`config.mk`:
```
export PLATFORM = sky130hd
export DESIGN_NAME = axi_llc_way_req_arb
export DESIGN_NICKNAME = d
export VERILOG_FILES = /design/src/rtl/axi_llc_way_req_arb.sv
export SDC_FILE = /design/constraint.sdc
export NUM_CORES = 1
export LEC_CHECK = 0
export ABC_AREA = 1
export CORE_MARGIN = 2
export CORE_UTILIZATION = 35
export DETAILED_ROUTE_END_ITERATION = 8
export MAX_ROUTING_LAYER = met4
export PLACE_DENSITY = 0.79
export SETUP_SLACK_MARGIN = 0.02
export SLEW_MARGIN = 20
export SYNTH_ARGS = -nofsm -noshare
export SYNTH_HDL_FRONTEND = slang
export SYNTH_SLANG_ARGS = --single-unit
```
`constraint.sdc`:
```
create_clock -name clk_i -period 3.62 [get_ports clk_i]
set_input_delay 0.724 -clock clk_i [delete_from_list [all_inputs] [get_ports clk_i]]
set_output_delay 0.724 -clock clk_i [all_outputs]
set_load 0.005 [all_outputs]
```
`src/rtl/axi_llc_way_req_arb.sv`:
```
// -----------------------------------------------------------------------------
// axi_llc_way_req_arb
//
// Shares the single data-way request port between NumReq LLC units
// (0 = R channel, 1 = W channel, 2 = evict, 3 = refill). Arbitration is
// round-robin. Once a requester has a beat accepted that is not the last of
// its burst, the grant is locked to that requester until its last beat is
// accepted. Read requests are recorded in an in-order FIFO so that each data-way
// response is steered back to the requester that issued the read.
//
// The request payload is a flat vector. Bit WeBit is the write-enable. Writes
// produce no response.
//
// Ports
//   clk_i            clock, rising edge
//   rst_ni           synchronous active-low reset
//   req_i            request payload per requester
//   req_last_i       beat is the last of its burst, per requester
//   req_valid_i      request valid, per requester
//   req_ready_o      request accepted, per requester (only granted bit can be 1)
//   way_inp_o        payload forwarded to the data ways
//   way_inp_valid_o  request valid to the data ways
//   way_inp_ready_i  data ways accept the request
//   way_out_i        read response from the data ways
//   way_out_valid_i  response valid
//   way_out_ready_o  response accepted
//   resp_o           response payload, broadcast to every requester
//   resp_valid_o     response valid, one-hot on the FIFO head requester
//   resp_ready_i     requester accepts the response
// -----------------------------------------------------------------------------
module axi_llc_way_req_arb #(
  parameter int unsigned NumReq         = 4,
  parameter int unsigned MaxOutstanding = 4,
  parameter int unsigned InpW           = 16,
  parameter int unsigned OupW           = 16,
  parameter int unsigned WeBit          = 0
) (
  input  logic                           clk_i,
  input  logic                           rst_ni,
  input  logic [NumReq-1:0][InpW-1:0]    req_i,
  input  logic [NumReq-1:0]              req_last_i,
  input  logic [NumReq-1:0]              req_valid_i,
  output logic [NumReq-1:0]              req_ready_o,
  output logic [InpW-1:0]                way_inp_o,
  output logic                           way_inp_valid_o,
  input  logic                           way_inp_ready_i,
  input  logic [OupW-1:0]                way_out_i,
  input  logic                           way_out_valid_i,
  output logic                           way_out_ready_o,
  output logic [NumReq-1:0][OupW-1:0]    resp_o,
  output logic [NumReq-1:0]              resp_valid_o,
  input  logic [NumReq-1:0]              resp_ready_i
);

  localparam int unsigned IdxW = (NumReq > 1) ? $clog2(NumReq) : 1;
  localparam int unsigned PtrW = (MaxOutstanding > 1) ? $clog2(MaxOutstanding) : 1;
  localparam int unsigned CntW = $clog2(MaxOutstanding + 1);

  if (NumReq < 2) begin : g_numreq_chk
    $error("axi_llc_way_req_arb: NumReq must be at least 2");
  end

  function automatic logic [IdxW-1:0] idx_inc(input logic [IdxW-1:0] v);
    return (v == IdxW'(NumReq - 1)) ? '0 : v + 1'b1;
  endfunction

  function automatic logic [PtrW-1:0] ptr_inc(input logic [PtrW-1:0] v);
    return (v == PtrW'(MaxOutstanding - 1)) ? '0 : v + 1'b1;
  endfunction

  // Control state
  logic                  lock_q, lock_d;
  logic [IdxW-1:0]       lock_idx_q, lock_idx_d;
  logic [IdxW-1:0]       rr_ptr_q, rr_ptr_d;
  logic [PtrW-1:0]       wr_ptr_q, wr_ptr_d;
  logic [PtrW-1:0]       rd_ptr_q, rd_ptr_d;
  logic [CntW-1:0]       fifo_cnt_q, fifo_cnt_d;
  // FIFO storage holds data only, so it is not reset
  logic [IdxW-1:0]       fifo_mem_q [MaxOutstanding];

  logic                  fifo_full, fifo_empty;
  logic [NumReq-1:0]     elig;
  logic [IdxW-1:0]       sel_idx, gnt_idx, fifo_head;
  logic                  hs, push, pop;

  assign fifo_full  = (fifo_cnt_q == CntW'(MaxOutstanding));
  assign fifo_empty = (fifo_cnt_q == '0);
  assign fifo_head  = fifo_mem_q[rd_ptr_q];

  // Reads need a free FIFO slot for their response; writes never do
  for (genvar i = 0; i < NumReq; i++) begin : g_elig
    assign elig[i]   = req_valid_i[i] & (req_i[i][WeBit] | ~fifo_full);
    assign resp_o[i] = way_out_i;
  end

  // Round-robin search starting at rr_ptr_q
  always_comb begin
    logic            found;
    logic [IdxW-1:0] cand;
    found   = 1'b0;
    sel_idx = rr_ptr_q;
    cand    = rr_ptr_q;
    for (int k = 0; k < NumReq; k++) begin
      if (!found && elig[cand]) begin
        found   = 1'b1;
        sel_idx = cand;
      end
      cand = idx_inc(cand);
    end
  end

  // A locked burst stalls everyone else, even if its owner is not eligible
  assign gnt_idx         = lock_q ? lock_idx_q : sel_idx;
  assign way_inp_o       = req_i[gnt_idx];
  assign way_inp_valid_o = rst_ni & elig[gnt_idx];
  assign hs              = way_inp_valid_o & way_inp_ready_i;
  assign push            = hs & ~way_inp_o[WeBit];

  always_comb begin
    req_ready_o          = '0;
    req_ready_o[gnt_idx] = hs;
  end

  always_comb begin
    resp_valid_o            = '0;
    resp_valid_o[fifo_head] = rst_ni & way_out_valid_i & ~fifo_empty;
  end

  assign way_out_ready_o = rst_ni & ~fifo_empty & resp_ready_i[fifo_head];
  assign pop             = way_out_valid_i & way_out_ready_o;

  always_comb begin
    lock_d     = lock_q;
    lock_idx_d = lock_idx_q;
    rr_ptr_d   = rr_ptr_q;
    if (hs) begin
      if (req_last_i[gnt_idx]) begin
        lock_d   = 1'b0;
        rr_ptr_d = idx_inc(gnt_idx);
      end else begin
        lock_d     = 1'b1;
        lock_idx_d = gnt_idx;
      end
    end
    wr_ptr_d   = push ? ptr_inc(wr_ptr_q) : wr_ptr_q;
    rd_ptr_d   = pop  ? ptr_inc(rd_ptr_q) : rd_ptr_q;
    fifo_cnt_d = fifo_cnt_q;
    if (push && !pop) begin
      fifo_cnt_d = fifo_cnt_q + 1'b1;
    end else if (!push && pop) begin
      fifo_cnt_d = fifo_cnt_q - 1'b1;
    end
  end

  always_ff @(posedge clk_i) begin
    if (!rst_ni) begin
      lock_q     <= 1'b0;
      lock_idx_q <= '0;
      rr_ptr_q   <= '0;
      wr_ptr_q   <= '0;
      rd_ptr_q   <= '0;
      fifo_cnt_q <= '0;
    end else begin
      lock_q     <= lock_d;
      lock_idx_q <= lock_idx_d;
      rr_ptr_q   <= rr_ptr_d;
      wr_ptr_q   <= wr_ptr_d;
      rd_ptr_q   <= rd_ptr_d;
      fifo_cnt_q <= fifo_cnt_d;
    end
  end

  always_ff @(posedge clk_i) begin
    if (push) begin
      fifo_mem_q[wr_ptr_q] <= gnt_idx;
    end
  end

`ifndef SYNTHESIS
  logic [NumReq-1:0]           stall_q;
  logic [NumReq-1:0][InpW-1:0] req_prev_q;

  always_ff @(posedge clk_i) begin
    stall_q    <= rst_ni ? (req_valid_i & ~req_ready_o) : '0;
    req_prev_q <= req_i;
    if (rst_ni) begin
      for (int i = 0; i < NumReq; i++) begin
        if (stall_q[i] && req_valid_i[i]) begin
          assert (req_i[i] == req_prev_q[i])
            else $error("request payload changed while waiting for ready");
        end
      end
      assert ($onehot0(resp_valid_o)) else $error("resp_valid_o not one-hot0");
      if (push) begin
        assert (!fifo_full) else $error("outstanding FIFO push while full");
      end
      if (way_out_valid_i) begin
        assert (!fifo_empty) else $error("way response with no outstanding read");
      end
    end
  end
`endif

endmodule

```
==> run summary <==
Net Count, Synth: 505
Seq/Total Area, Yosys: 19.4%
Final Wtd Congestion: 0.911
Multiplexer share of the synthesized area: 0%
Area after DPL: 3580 um^2
Bufs on Longest Clock Path: 2
Fin util: 56.9%
Met3 wire len: 282 um
Final HPWL DP: 5.62 mm
CP arrival: 2750 ps
Die ar.: 8360 um^2
# IOs: 186
Initial Util: 36.5%
Post-Synth Simple-Gate Area: 37.0%
Row cnt: 31
Number of remaining DRC errors: 0
Post-synth EDFFs: 8
Drt initial violations: 69
Area fraction of the dominant cell type after synthesis: 18.0%
Root buf cell: clkbuf_8
Ys async rst share: 0%
Antenna cells: 0
Fin cells: 585
Wl on met1: 3.25 mm
Adder-cell area share of the yosys netlist: 5.89%
YS warnings: 0
List of most frequent post-synthesis cells: 73 x nor2_1, 64 x buf_4, 49 x nand2_1, 35 x inv_1, 34 x nand3_1
First-pass GRT wire length: 13.0 mm
Worst Tran Pin Value: 454 ps
Synth area leader: buf_4
FF+latch count, synth: 22
R2R setup slack: 230 ps
Clock Latency Late Sink: 260 ps
Minimum period implied by the final worst setup slack: 3470 ps
DIE HEIGHT: 91.4 um
Via count: 2,799
Count leader, synth: nor2_1
Final-report max-slew violation count: 0
Worst hold slack: 497 ps
P_leak: 1.83 nW
CP Capture Type: output port
Total gr overflow: 0
Final setup vio count: 0
Vias in the first global route: 2,863
Crit share post-route: 96.0%
Area Growth Syn to Fin: 55.9%
Power Density: 1370 nW/um^2
Post-Synth XOR/XNOR Area: 0%
Largest net degree at the start of global routing: 16
Synth Area per Inst: 6.74 um^2
MaxCap Viol Count: 0
CTS clk-pin slew, worst paths: 70 ps
Total CTS buffers: 3
Worst Path Max Fanout: 6
Synth Area in Compound Gates: 11.5%
Nets: 595
I/O Buffers: 105
Die Wd: 91.4 um
Routed wire length on met2: 4.11 mm
Largest family of logic cells by synthesized area: simple AND/OR/NAND/NOR gates
Initial antenna violation count: 0
GRT Overall Usage: 19.2%
Synth unique cells: 32
WL/cell: 13.3 um
Finished Cell Area: 4170 um^2
# H-tree levels: 1
Leading post-synthesis cells by cell area: buf_4 18%, dfxtp_1 10%, nor2_1 10%
Top layer reached by signal wires: met4
Cell Count Post-Placement: 557
Core ar.: 7330 um^2
Routed wire length: 7.80 mm
Hold Fails Final Rpt: 0
Filler cells: 624
Status: finished clean
DRT antenna net count: 0
Max IR drop VDD: 849 uV
Clk_skew: 1.10 ps
Clock Sinks: 22
Fraction of layout cells with a size suffix above 1: 37.7%
Startpoint types: flip-flop
Main flop type after synthesis: dfxtp_1
Drt via density: 4.78
Post-Syn Instances: 397
Max Clock Freq: 0.288 GHz
Mapped Area: 2680 um^2
Slew HR: 69.7%
Setup Crit Path Kind: reg2out
Hold WC Path Type: reg2reg
CTS tree: done
Drt pass-1 iters: 4
CP required: 2900 ps
power breakdown:
part           switching [mW]  internal (mW)
Clock                  0.0749         0.0785
Sequential             0.0539          0.357
Combinational            2.68           2.47
Total                    2.81           2.91
final timing paths:
kind / end / start / cells past startpoint
max: way_inp_o[0] / fifo_cnt_q[1] / 19
min: lock_idx_q[1] / lock_idx_q[1] / 2
max reg2reg: fifo_cnt_q[2] / fifo_cnt_q[1] / 26
min reg2reg: lock_idx_q[1] / lock_idx_q[1] / 2
per-layer routing:
metal | vias up | global-route usage (%)
met3 | 18 | 2.57
met4 | 0 | 7.07
met2 | 69 | 33.9
li1 | 1422 | -
met1 | 1290 | 22.0
met5 | - | -
critical path, stage by stage, from the launching register on:
cell and delay [ps]:
dfxtp_4 360, nor2_4 290, nand3_4 140, nand3_2 80, nand3b_1 130, nand2_4 120, nand2_4 90, nor2_4 120
inv_2 60, nand3_2 60, nand2_2 60, nand2_4 100, nand2_8 80, buf_6 150, nand2_2 50, nand3_2 70
nand2_2 90, inv_2 40, buf_4 130, dlygate4sd2_1 250
through the flow:
| step | TNS, ps | setup slack [ps] | total power, mW |
|---|---|---|---|
| floorplan | 0 | 291 | 2.67 |
| global placement | -8620 | -428 | 4.44 |
| detailed placement | -10960 | -578 | 4.52 |
| CTS | 0 | 21.4 | 5.18 |
| global route | -60.1 | -26.0 | 6.21 |
| finish | 0 | 146 | 5.72 |
timing repair:
action	4_1_cts	5_1_grt
hold endpoints to repair	0	0
buffers inserted	13	12
pin swaps	26	31
gates resized for setup	141	58
setup endpoints to repair	23	23
hold buffers	0	0
logic make-up after synthesis:
kind of cell | count (synthesis)
and+or+nand+nor | 198
buffers and inverters | 118
AOI/OAI and AO/OA | 47
DFF | 22
adders and majority gates | 12
layout make-up:
cell class              instances  area [um^2]  area share [%]
inverters                      43          174            4.17
repair buffers                160         1450            34.7
multi-input cells             257         1850            44.4
well taps                      99          124            2.97
flip-flops and latches         22          529            12.7
clock buffers                   4         45.0            1.08
cells in the final DEF, fill, tap and decap left out, drive strengths merged, types with 4 or more instances in the layout:
master          n
o21ai          21
inv            42
clkdlybuf4s50  76
dfxtp          14
dlymetal6s2s    4
a21oi           8
clkbuf          8
buf            72
nand3          39
nor2           83
nand2          60
edfxtp          8
ha             11
nor3            5
o32ai          15
nand4           7
registers in the layout, indices dropped and copies added (netlist names), named ones only:
register / cells
lock_q: 1
rr_ptr_q: 2
fifo_mem_q: 8
fifo_cnt_q: 3
wr_ptr_q: 2
lock_idx_q: 2
rd_ptr_q: 2
(Power assumes the default switching activity.)
